--- config.mk ---
export PLATFORM = sky130hd
export DESIGN_NAME = midi_msg_parser
export DESIGN_NICKNAME = d
export VERILOG_FILES = /design/src/rtl/midi_msg_parser.sv
export SDC_FILE = /design/constraint.sdc
export NUM_CORES = 1
export LEC_CHECK = 0
export CORE_ASPECT_RATIO = 0.75
export CORE_MARGIN = 5
export CORE_UTILIZATION = 47
export DETAILED_ROUTE_END_ITERATION = 10
export PLACE_DENSITY = 0.75
export SETUP_SLACK_MARGIN = 0.3
export SKIP_CTS_REPAIR_TIMING = 1
export SLEW_MARGIN = 10
export SYNTH_ARGS = -nofsm -noshare
export SYNTH_HDL_FRONTEND = slang
export SYNTH_SLANG_ARGS = --single-unit
--- constraint.sdc ---
create_clock -name CLOCK_25 -period 1.85 [get_ports CLOCK_25]
set_clock_uncertainty 0.15 [all_clocks]
set_input_delay 0.2775 -clock CLOCK_25 [delete_from_list [all_inputs] [get_ports CLOCK_25]]
set_output_delay 0.2775 -clock CLOCK_25 [all_outputs]
set_load 0.02 [all_outputs]
--- src/rtl/midi_msg_parser.sv ---
// ---------------------------------------------------------------------------
// midi_msg_parser
//
// Byte-level MIDI channel-message parser. Sits between the MIDI UART receiver
// and the controller / voice-allocation logic. Tracks status and running
// status, filters one channel (or all channels when OMNI=1), and emits note,
// controller, program, aftertouch and pitch-bend events as fixed-width
// strobes with a held ictrl/ictrl_data payload.
//
// Ports
//   CLOCK_25      in   system clock, all logic on posedge
//   reset_data_N  in   asynchronous active-low reset
//   byte_in[7:0]  in   received MIDI byte, qualified by byte_valid
//   byte_valid    in   one-clock strobe per received byte (never back-pressured)
//   ictrl[7:0]    out  CC number | pitch LSB | program number | key
//   ictrl_data    out  CC value | pitch MSB | velocity | 0 for 1-byte messages
//   ctrl_cmd      out  control-change strobe (Bn)
//   pitch_cmd     out  pitch-bend strobe (En)
//   prg_cmd       out  program-change strobe (Cn)
//   at_cmd        out  channel-aftertouch strobe (Dn)
//   note_on       out  note-on strobe (9n, velocity > 0)
//   note_off      out  note-off strobe (8n, or 9n with velocity 0)
//   dbg_state_o   out  current parser state (IDLE/WAIT1/WAIT2/SYSEX)
//
// Handshake: byte_valid is a single-cycle qualifier with no ready; every byte
// presented with byte_valid=1 is consumed on that clock edge. Event strobes
// rise one clock after the final data byte and stay high CMD_PULSE clocks.
// ---------------------------------------------------------------------------
module midi_msg_parser #(
    parameter int MIDI_CH   = 0,
    parameter bit OMNI      = 1'b0,
    parameter int CMD_PULSE = 2
) (
    input  logic       CLOCK_25,
    input  logic       reset_data_N,
    input  logic [7:0] byte_in,
    input  logic       byte_valid,
    output logic [7:0] ictrl,
    output logic [7:0] ictrl_data,
    output logic       ctrl_cmd,
    output logic       pitch_cmd,
    output logic       prg_cmd,
    output logic       at_cmd,
    output logic       note_on,
    output logic       note_off,
    output logic [1:0] dbg_state_o
);

    localparam logic [1:0] S_IDLE  = 2'd0;
    localparam logic [1:0] S_WAIT1 = 2'd1;
    localparam logic [1:0] S_WAIT2 = 2'd2;
    localparam logic [1:0] S_SYSEX = 2'd3;

    // One-hot strobe selector bit positions
    localparam int SEL_CTRL  = 0;
    localparam int SEL_PITCH = 1;
    localparam int SEL_PRG   = 2;
    localparam int SEL_AT    = 3;
    localparam int SEL_NON   = 4;
    localparam int SEL_NOFF  = 5;

    logic [1:0] state_q, state_d;
    logic [7:0] status_q, status_d;     // running status, 0 = none
    logic [6:0] d1_q, d1_d;
    logic [7:0] ictrl_q, ictrl_d;
    logic [7:0] ictrl_data_q, ictrl_data_d;
    logic [5:0] sel_q, sel_d;
    logic [3:0] cnt_q, cnt_d;

    logic       is_realtime;
    logic       one_byte;
    logic       match;
    logic       complete;
    logic [6:0] msg_d1;
    logic [6:0] msg_d2;
    logic [3:0] hi_nib;

    assign hi_nib      = status_q[7:4];
    assign is_realtime = (byte_in >= 8'hF8);
    assign one_byte    = (hi_nib == 4'hC) || (hi_nib == 4'hD);
    assign match       = OMNI || (status_q[3:0] == MIDI_CH[3:0]);

    always_comb begin
        state_d      = state_q;
        status_d     = status_q;
        d1_d         = d1_q;
        ictrl_d      = ictrl_q;
        ictrl_data_d = ictrl_data_q;
        sel_d        = sel_q;
        cnt_d        = (cnt_q != 4'd0) ? (cnt_q - 4'd1) : 4'd0;
        complete     = 1'b0;
        msg_d1       = 7'd0;
        msg_d2       = 7'd0;

        if (byte_valid && !is_realtime) begin
            if (byte_in[7]) begin
                if (byte_in <= 8'hEF) begin
                    status_d = byte_in;
                    d1_d     = 7'd0;
                    state_d  = S_WAIT1;
                end else if (byte_in == 8'hF0) begin
                    status_d = 8'h00;
                    state_d  = S_SYSEX;
                end else begin
                    // F1..F7: system common; their data is dropped in IDLE
                    status_d = 8'h00;
                    state_d  = S_IDLE;
                end
            end else begin
                case (state_q)
                    S_WAIT1: begin
                        d1_d = byte_in[6:0];
                        if (one_byte) begin
                            complete = 1'b1;
                            msg_d1   = byte_in[6:0];
                        end else begin
                            state_d = S_WAIT2;
                        end
                    end
                    S_WAIT2: begin
                        complete = 1'b1;
                        msg_d1   = d1_q;
                        msg_d2   = byte_in[6:0];
                        state_d  = S_WAIT1;   // running status reused
                    end
                    default: ;                // IDLE / SYSEX discard data
                endcase
            end
        end

        // Poly aftertouch (An) completes silently and leaves outputs alone.
        if (complete && match && (hi_nib != 4'hA)) begin
            ictrl_d      = {1'b0, msg_d1};
            ictrl_data_d = {1'b0, msg_d2};
            cnt_d        = CMD_PULSE[3:0];
            sel_d        = 6'd0;
            case (hi_nib)
                4'h8:    sel_d[SEL_NOFF]  = 1'b1;
                4'h9:    begin
                    if (msg_d2 == 7'd0) sel_d[SEL_NOFF] = 1'b1;
                    else                sel_d[SEL_NON]  = 1'b1;
                end
                4'hB:    sel_d[SEL_CTRL]  = 1'b1;
                4'hC:    sel_d[SEL_PRG]   = 1'b1;
                4'hD:    sel_d[SEL_AT]    = 1'b1;
                4'hE:    sel_d[SEL_PITCH] = 1'b1;
                default: ;
            endcase
        end
    end

    always_ff @(posedge CLOCK_25 or negedge reset_data_N) begin
        if (!reset_data_N) begin
            state_q      <= S_IDLE;
            status_q     <= 8'h00;
            d1_q         <= 7'd0;
            ictrl_q      <= 8'h00;
            ictrl_data_q <= 8'h00;
            sel_q        <= 6'd0;
            cnt_q        <= 4'd0;
        end else begin
            state_q      <= state_d;
            status_q     <= status_d;
            d1_q         <= d1_d;
            ictrl_q      <= ictrl_d;
            ictrl_data_q <= ictrl_data_d;
            sel_q        <= sel_d;
            cnt_q        <= cnt_d;
        end
    end

    // The selector persists after the pulse; the counter gates it so only a
    // live pulse reaches the strobe outputs.
    logic pulse_active;
    assign pulse_active = (cnt_q != 4'd0);

    assign ctrl_cmd    = sel_q[SEL_CTRL]  & pulse_active;
    assign pitch_cmd   = sel_q[SEL_PITCH] & pulse_active;
    assign prg_cmd     = sel_q[SEL_PRG]   & pulse_active;
    assign at_cmd      = sel_q[SEL_AT]    & pulse_active;
    assign note_on     = sel_q[SEL_NON]   & pulse_active;
    assign note_off    = sel_q[SEL_NOFF]  & pulse_active;
    assign ictrl       = ictrl_q;
    assign ictrl_data  = ictrl_data_q;
    assign dbg_state_o = state_q;

endmodule
# == Word-level counts from Yosys, hierarchy flattened ==
# Index checks and enable logic that the tools add are counted.
# W data, S select, Z words.
# totals
ff_bits,41
output_inout_bits,24
elab_cells,71
# classes
add_sub_neg,1
n_lt_le_gt_ge,2
eq_ne,12
mux,30
bitwise_logic,6
n_reduce_logical,13
# ops
cell,count
$mux W7,9
$eq A4 B4 Y1 const B,6
$pmux W7 S2,1
$mux W1,10
$eq A8 B8 Y1 const B,1
$ge A8 B8 Y1 const B,1
$le A8 B8 Y1 const B,1
$mux W2,4
$mux W4,2
$mux W8,1
$logic_not A7 Y1,1
$and A1 B1 Y1,6
$reduce_and A3 Y1,2
$logic_not A4 Y1,1
$ne A4 B4 Y1 const B,1
$pmux W1 S2,2
$pmux W2 S2,1
$reduce_bool A4 Y1,1
$sub A4 B1 Y4 const B,1
$logic_and A1 B1 Y1,3
$ne A3 B3 Y1 const B,1
$reduce_bool A3 Y1,1
$eq A2 B1 Y1 const B,1
$eq A2 B2 Y1 const B,1
other kinds (5),5

# == Depth between registers and ports, before layout ==
# Gate-level depths: netlist (run 1).
# depth
depth_word,9
depth_mapped,8

# == Worst setup path before layout (run 1) ==
# No wires, ideal clock.
# synth_timing
path_kind,register -> register
startpoint,register state_q[0] (netlist: dbg_state_o[0])
endpoint,register sel_q[1]
setup_time_ps,66
arrival_ps,1917
path_slack_ps,-283
stages_incl_launch_ff,7
path_buffers,0
path_cell_list,dfrtp_1 inv_1 ha_1 nor3_1 o2111ai_2 or4_1 nand2_1
# synth_between
elab_chain_len,6
elab_cells_between_ends,7
# synth_rtl
item,line_no,text
start: declaration,62,"logic [1:0] state_q, state_d;"
start signal: assignment,162,state_q <= state_d;
$eq A2 B2 Y1 or $eq A2 B1 Y1 (tied branches),110,case (state_q)
$pmux W1 S2 *,110,
$mux W1 *,96,if (byte_in[7]) begin
$mux W1 *,95,if (byte_valid && !is_realtime) begin
$logic_and A1 B1 Y1 * (2 in series),132,if (complete && match && (hi_nib != 4'hA)) begin
end signal: assignment,167,sel_q <= sel_d;
end: declaration,67,"logic [5:0] sel_q, sel_d;"
# Every way passes the cells marked *; elsewhere a longest branch is shown, timed or not.
# A chain may end at the register's enable or synchronous reset.

# == Worst setup path after layout (run 1) ==
# layout_timing
startpoint,register state_q[1] (netlist: dbg_state_o[1])
endpoint,register sel_q[1]
# The elaborated chain is that of the path after synthesis.

==> impl.org, run 1 <==
** Worst setup path
- Buffers and inverters on the worst path :: 2
- For this run, the slowest stage of the critical path takes 0.45 ns.
- Worst R2R Path Depth :: 7
- Data on the critical path is required at its endpoint by 1.94 ns.
- Worst Path Max Fanout :: 4
- Crit end category :: flop
- Crit-path cells :: inv_2, ha_4, and4b_1, buf_6, o2111ai_4, or4_1, nand2_1
- Reg-to-Reg Start :: dbg_state_o[1]
- Arrival time of data at the critical path endpoint :: 2.00 ns
- Reg-to-reg endpoint :: sel_q[1]
- CP top delay family :: simple AND/OR/NAND/NOR gates
- Element type at the critical path start :: flop
- For flop-to-flop paths, the worst setup slack is -0.06 ns.
- Number of cells on the critical path :: 7
- Library cell contributing the largest single delay on the critical path :: sky130_fd_sc_hd__or4_1
- The critical path in this run is classified as reg -> reg.
- In this run the worst setup path terminates at sel_q[1].
- In this run the worst setup path begins at dbg_state_o[1].

** Layout
- Fraction of layout cells with a size suffix above 1 :: 38.2%
- At the end of the flow, the number of nets in the layout was ~300.
- Layout filler cell count :: 272
- The finished cells cover slightly above 3000 µm².
- Synthesis-to-layout area growth :: 57.1%
- Antenna diode instance count :: 0
- Leaving out filler cells and counting taps, the final layout contains 338.

** Clock tree
- Clock-pin slew was measured on the worst setup and hold paths at 0.08 ns.
- The root buffer cell chosen for the clock tree is sky130_fd_sc_hd__clkbuf_8.
- TritonCTS built the clock tree.
- CTS saw 41 sinks.
- Depth of the CTS H-tree :: 2
- The number of clock buffers added by TritonCTS is 5.
- Later-pin clock latency in the skew report :: 0.30 ns
- Counting along the longest clock path gives a buffer depth of 2.

** Global routing
- The initial antenna violation count is 0.
- For this run, the total global-route usage over all layers was measured as 18.3%.
- The number of global-route vias before repair is between 1500 and 2000.
- Entering global routing, the biggest net connects 23 pins.
- For this run the aggregate overflow at the end of global routing stands at 0.
- The first global-routing pass estimated 7.91 mm of wire.

** STA
- Final worst setup slack :: -0.0613 ns
- Static timing analysis puts the maximum clock frequency at 523 MHz.
- Setup-violating endpoint count in the final report :: 10
- The hold violation total from the final report was 0.
- Final Max Tran Viols :: 0
- Final critical-path required period :: 1.91 ns
- Setup repair after global routing could not meet its margin everywhere.
- Of the available clock period, the critical path in the final layout requires 103%.
- Post-route setup TNS :: -0.188 ns

** Detailed routing
- Routed WL :: 5.41 mm
- Residual antenna-violating net count after detailed routing :: 0
- After detailed routing, the average wire length per cell comes to 16.0 µm.
- Using the TritonRoute via totals, the vias-per-cell ratio works out to 5.41.
- Post-detailed-route DRC marker count :: 0
- For this block, the initial DRC count from the detailed router was 130.
- Via count :: 1828
- DR pass1 iterations :: 4

** Power
- Cell Int Power :: about 1900 µW
- Of the total power, the share spent switching nets is around 35%.
- Sequential cell fraction of total power :: 40.1%
- Power spent charging and discharging nets :: between 900 and 1000 µW
- For this design the ratio of total power to cell area is 935 nW/µm².
- Clk network pwr share :: 21.7%
- Worst vdd ir :: 0.000812 V
- In this run the static leakage power is 0.00165 µW.
- The share of total power dissipated in combinational logic is 38.2%.

** Place
- Post-DP HPWL :: between 3 and 4 mm
- Once placement finished, the instance area stood at 2640 µm².
- Port Buffer Count :: 32
- Routability-driven placement finished with a final weighted congestion of about 0.84.
- The number of placed instances, taps included, is 317.

** Floorplan
- Core footprint :: between 4000 and 5000 µm²
- Die X :: 84.7 µm
- Die outline area :: between 5000 and 6000 µm²
- Row count :: 20
- Die outline height :: 66.0 µm
- Initial Utilization :: 48.5%
- Top Ports :: 35

** Outcome
- Run status :: complete, but fails checks
- Failing checks :: setup timing

** Synth
- Synthesis handed over a netlist of 208 instances.
- Area leader, netlist :: sky130_fd_sc_hd__dfrtp_1
- The share of the Yosys chip area taken by registers is 52.2%.
- The synthesized design contains 0 enable-type register cells.
- Area share of the largest cell type after synthesis :: 52.2%
- In the synthesized netlist the dominant register cell turns out to be sky130_fd_sc_hd__dfrtp_1.
- Yosys attributes the largest share of cell area to sky130_fd_sc_hd__dfrtp_1 (52%), sky130_fd_sc_hd__o21ai_0 (8.7%), sky130_fd_sc_hd__nand2_1 (7.1%).
- Proportion of register bits with asynchronous set or reset after synthesis :: 100%
- Number of flip-flops and latches in the synthesized netlist :: 41
- Cell Area, Synth :: between 1500 and 2000 µm²
- Syn Area/Cell :: around 9.5 µm²
- The Yosys step of the flow raised 0 warnings.
- Counting distinct cell types in the post-synthesis netlist gives 38.

** Worst hold path
- Min-Delay Path Class :: in -> reg

** Job
- Max-cap violations :: 0
[kinds of logic (layout without fill, tap and decap cells)]
kind of cell | count (synthesis) | count (layout) | synth area share, %
AND/OR/NAND/NOR | 84 | 84 | 23.0
AO/OA/AOI/OAI | 55 | 55 | 17.0
flip-flops | 41 | 41 | 52.2
buffers and inverters | 23 | 97 | 5.22
adder cells (fa/ha/maj) | 2 | 2 | 1.27
multiplexers | 2 | 2 | 1.14
other | 1 | 2 | 0.191
[worst min-delay path by stage]
stage                  from  slack [ns]       endpoint  cells after the start
2_1_floorplan  reset_data_N       -0.17       cnt_q[0]                      0
3_3_place_gp   reset_data_N         0.1       cnt_q[0]                      1
3_5_place_dp   reset_data_N        0.11       cnt_q[2]                      1
4_1_cts        reset_data_N       -0.22       cnt_q[2]                      1
5_1_grt          byte_in[5]        0.23  ictrl_data[5]                      3
6_report         byte_in[5]        0.21  ictrl_data[5]                      3
[metrics by stage]
stage / worst slack (ns) / utilization (%) / total power, µW / hold slack (ns)
after floorplan: -0.0421 / - / 1710 / -0.168
after global placement: -0.161 / 65.1 / 2060 / 0.0995
after detailed placement: -0.192 / 65.1 / 2090 / 0.106
after CTS: -0.349 / 67.5 / 2720 / -0.218
after global routing: -0.120 / 76.2 / 3060 / 0.232
final: -0.0613 / 76.2 / 2890 / 0.214
[synth_stat cells (all sizes together) (2+ instances only)]
cell type,n
inv,10
nor4,2
o211ai,2
nor2,6
nand2,37
dfrtp,41
nand3,7
mux2,2
nand4bb,2
buf,5
o2111ai,2
o21ai,34
nand4,3
nor3,2
or3,2
nor2b,9
clkbuf,8
nand2b,6
a22oi,7
or4,2
a21oi,3
ha,2
[metal layers]
metal | wire length, µm | vias to the layer above | GRT usage (%)
met4 | 53 | 0 | 6.92
met1 | 2330 | 907 | 24.6
met5 | 0 | - | 0
met2 | 2710 | 42 | 28.9
met3 | 318 | 5 | 4.23
li1 | - | 874 | -
[layout by cell type, fill, tap and decap left out, types with 3 or more instances in the layout]
master | synthesis | layout
sky130_fd_sc_hd__dfrtp_1 | 41 | 39
sky130_fd_sc_hd__clkbuf_8 | 0 | 6
sky130_fd_sc_hd__buf_6 | 0 | 16
sky130_fd_sc_hd__nor2b_1 | 9 | 7
sky130_fd_sc_hd__dlymetal6s2s_1 | 0 | 19
sky130_fd_sc_hd__nand2_2 | 0 | 10
sky130_fd_sc_hd__nor2_1 | 6 | 4
sky130_fd_sc_hd__nand4_1 | 3 | 3
sky130_fd_sc_hd__buf_4 | 4 | 29
sky130_fd_sc_hd__a22oi_1 | 7 | 7
sky130_fd_sc_hd__nand3_1 | 7 | 6
sky130_fd_sc_hd__inv_1 | 10 | 7
sky130_fd_sc_hd__o21ai_0 | 34 | 16
sky130_fd_sc_hd__o21ai_2 | 0 | 10
sky130_fd_sc_hd__o21ai_1 | 0 | 8
sky130_fd_sc_hd__nand2b_1 | 6 | 6
sky130_fd_sc_hd__nand2_1 | 37 | 26
sky130_fd_sc_hd__clkdlybuf4s50_1 | 0 | 5
[power by group through the flow]
stage,registers [µW],logic [µW],clock network (µW)
final,1160,1100,626
after detailed placement,1170,923,0
after CTS,1150,925,641
after floorplan,1220,492,0
after global routing,1180,1200,683
after global placement,1160,894,0
[worst min-delay path: cells and delay by family]
kind | cells | cell delay [ns]
AND/OR/NAND/NOR | 1 | 0.10
AO/OA/AOI/OAI | 1 | 0.05
buffers and inverters | 1 | 0.20
[registers in the layout (all words and copies together), names as in the netlist]
signal       flops
status_q         8
d1_q             7
ictrl            7
ictrl_data       7
sel_q            6
cnt_q            4
dbg_state_o      2
[area by class of cell]
| class | instances | area [µm²] | share of cell area (%) |
|---|---|---|---|
| Multi-Input combinational cell | 145 | 1030 | 33.5 |
| Sequential cell | 41 | 1030 | 33.3 |
| Timing Repair Buffer | 79 | 821 | 26.6 |
| Clock buffer | 6 | 82.6 | 2.67 |
| Tap cell | 55 | 68.8 | 2.23 |
| Inverter | 10 | 40.0 | 1.30 |
| Clock inverter | 2 | 13.8 | 0.446 |
(Power assumes the default switching activity.)
==> run 2, diff against run 1 <==
--- a/config.mk
+++ b/config.mk
@@ -6,8 +6,8 @@
 export NUM_CORES = 1
 export LEC_CHECK = 0
 export CORE_ASPECT_RATIO = 0.75
-export CORE_MARGIN = 5
 export CORE_UTILIZATION = 47
+export CTS_CLUSTER_DIAMETER = 200
 export DETAILED_ROUTE_END_ITERATION = 10
 export PLACE_DENSITY = 0.75
 export SETUP_SLACK_MARGIN = 0.3
==> run 2 against run 1 <==
The run still ends with setup timing left. Hold slack improved by 0.11 ns. Final area fell by 7.5%. Non-clock buffer count down 6. Clock power down 16%. Final cell count is 3.3% lower. Maximum frequency increased by 1.4%.
==> impl.org, run 2 (same netlist as run 1, synthesis figures left out) <==
** Outcome
- Run status :: complete, but fails checks
- Failing checks :: setup timing

** STA
- Final Max Tran Viols :: 0
- Final critical-path required period :: 1.89 ns
- Final period utilization :: 102%
- Setup violations remaining at the end of the flow were counted as 4.
- Post-route setup TNS :: -0.0531 ns
- Setup repair after global routing missed its margin :: true
- Final worst setup slack :: -0.0355 ns
- Number of hold violations in the final report :: 0
- Maximum operating frequency :: roughly 530 MHz

** Power
- Clk network pwr share :: 19.8%
- In this run the static leakage power is 0.00157 µW.
- Cell Int Power :: between 1500 and 2000 µW
- P per Cell Area :: slightly above 900 nW/µm²
- Combinational logic burns 37.0% of the power.
- Sequential cell fraction of total power :: 43.2%
- Worst vdd ir :: 0.000757 V
- Switching part of the total :: around 34%
- For this design the total switching power over the nets is about 900 µW.

** Layout
- In the final design database the tool counted 289 nets.
- From synthesis to final layout, the design area changed by 45.2%.
- Counting flops per register, the top entry is status_q.
- Most frequent cells in the layout :: sky130_fd_sc_hd__dfrtp_1 (39), sky130_fd_sc_hd__buf_4 (39), sky130_fd_sc_hd__nand2_1 (35)
- Antenna diode instance count :: 0
- The post-route netlist has 26.9% of its cells at a drive strength greater than 1.
- Flip-flop count of the largest register after layout :: 8
- Finished layout cell area :: 2860 µm²
- Core Util, Final :: between 70% and 80%

** Place
- Post-DP HPWL :: 3.59 mm
- In this run the cell area measured after placement is ~2700 µm².
- Port buffering added 32 buffers.
- Prior to clock tree synthesis, the placed netlist has a worst setup slack of -0.228 ns.
- Routability-driven placement finished with a final weighted congestion of around 0.91.

** Worst setup path
- In this run the worst path has a maximum fanout of 4.
- The worst register-to-register path begins at dbg_state_o[0].
- Critical path's largest stage delay :: 0.45 ns
- STA puts the critical path data required time at between 1.5 and 2 ns.
- The worst setup path is of the reg -> reg kind.
- Library cell contributing the largest single delay on the critical path :: sky130_fd_sc_hd__dfrtp_2
- CP Launch Point :: dbg_state_o[0]
- Arrival time of data at the critical path endpoint :: between 1.5 and 2 ns
- Crit-path cells :: inv_2, ha_4, nor3_4, o2111ai_4, or4_4, nand2_1
- Element type at the critical path start :: flop
- Crit end category :: flop

** Clock tree
- For the worst-skew pair, the clock arrives at the later sink with an insertion delay of 0.28 ns.
- CTS tree :: done
- The tree built by TritonCTS fans out to 41 sinks.
- Max Root-Sink Buffers :: 2
- Depth of the CTS H-tree :: 2
- After clock tree synthesis, the clock-pin slew on the worst setup and hold paths is 0.07 ns.
- In this run, CTS created clock tree buffers numbering 5.
- Clock root buffer :: sky130_fd_sc_hd__clkbuf_8

** Floorplan
- Die outline area :: 4450 µm²
- Top Ports :: 35
- Die outline height :: 58.0 µm
- Core footprint :: 3830 µm²
- Initial Utilization :: approximately half
- Row count :: 19
- The floorplan step set the die width to 76.7 µm.

** Detailed routing
- Routed WL :: around 5.0 mm
- After detailed routing, the wire length on met1 is roughly 2.4 mm.
- Post-detailed-route DRC marker count :: 0
- Routed wirelength normalized by instance count :: ~15 µm
- The detailed router used layers up to and including met4.
- Via count :: roughly 1800
- The first detailed-routing pass took 4 iterations.
- After detailed routing, the met3 layer carries between 200 and 300 µm of wire.
- Routed wl met2 :: about 2.3 mm
- In this run, the number of DRC markers left after iteration 0 of detailed routing was 156.
- Average via count per standard cell :: 5.44
- Residual antenna-violating net count after detailed routing :: 0

** Global routing
- Maximum number of pins on one net before global-route repair :: 23
- For this run the aggregate overflow at the end of global routing stands at 0.
- Number of global-route vias before repair :: roughly 1600
- First-pass GRT wire length :: 7.94 mm
- The initial antenna violation count was 0.
- Global router's overall resource usage :: 23.6%

** Job
- Max-cap violations :: 0

** Worst hold path
- In this run the worst hold path is classified as in -> reg.
- The worst hold path begins at byte_in[5].
[run 2: cell types whose count changed in the layout (fill, tap and decap cells not counted), sizes merged]
| cell | delta |
|---|---|
| clkinv | -1 |
| clkbuf | -5 |
| buf | -3 |
| dlymetal6s2s | +2 |
| clkdlybuf4s50 | -1 |
[run 2: critical path: cells and delay by family, from the launching register on]
family | cells | cell delay, ns
AO/OA/AOI/OAI | 1 | 0.17
adder cells (fa/ha/maj) | 1 | 0.20
buffers and inverters | 1 | 0.09
flip-flops | 1 | 0.45
AND/OR/NAND/NOR | 3 | 0.77
[run 2: cell type report]
cell class / instances / area [µm²]
flip-flops and latches: 41 / 1030
fillers: 275 / 971
multi-input cells: 145 / 945
repair buffers: 73 / 707
clock buffers: 5 / 68.8
well taps: 52 / 65.1
inverters: 10 / 37.5
clock inverters: 1 / 5.00
[run 2: final timing paths]
kind	endpoint	slack, ns	cells past startpoint
worst max-delay path	sel_q[1]	-0.04	6
worst min-delay path	ictrl_data[5]	0.32	4
worst max register to register	sel_q[1]	-0.04	6
worst min register to register	sel_q[1]	0.33	2
max in group asynchronous	dbg_state_o[0]	0.74	3
min in group asynchronous	sel_q[3]	0.33	2
[run 2: per-stage QoR]
| step | instances | hold WS [ns] | power [µW] |
|---|---|---|---|
| floorplan | 209 | -0.168 | 1710 |
| global placement | 316 | 0.104 | 2070 |
| detailed placement | 316 | 0.103 | 2090 |
| CTS | 322 | -0.202 | 2610 |
| global route | 327 | 0.337 | 2830 |
| finish | 327 | 0.320 | 2670 |
[run 2: power by group through the flow]
stage | logic [µW] | registers (µW) | clock network (µW)
finish | 989 | 1160 | 528
global route | 1070 | 1180 | 578
CTS | 926 | 1150 | 535
detailed placement | 921 | 1170 | 0
global placement | 910 | 1160 | 0
floorplan | 492 | 1220 | 0
[run 2: layer usage]
| layer | vias up | global-route usage (%) |
|---|---|---|
| li1 | 863 | - |
| met1 | 853 | 35.7 |
| met2 | 61 | 34.8 |
| met3 | 2 | 5.67 |
| met4 | 0 | 4.12 |
| met5 | - | 0 |
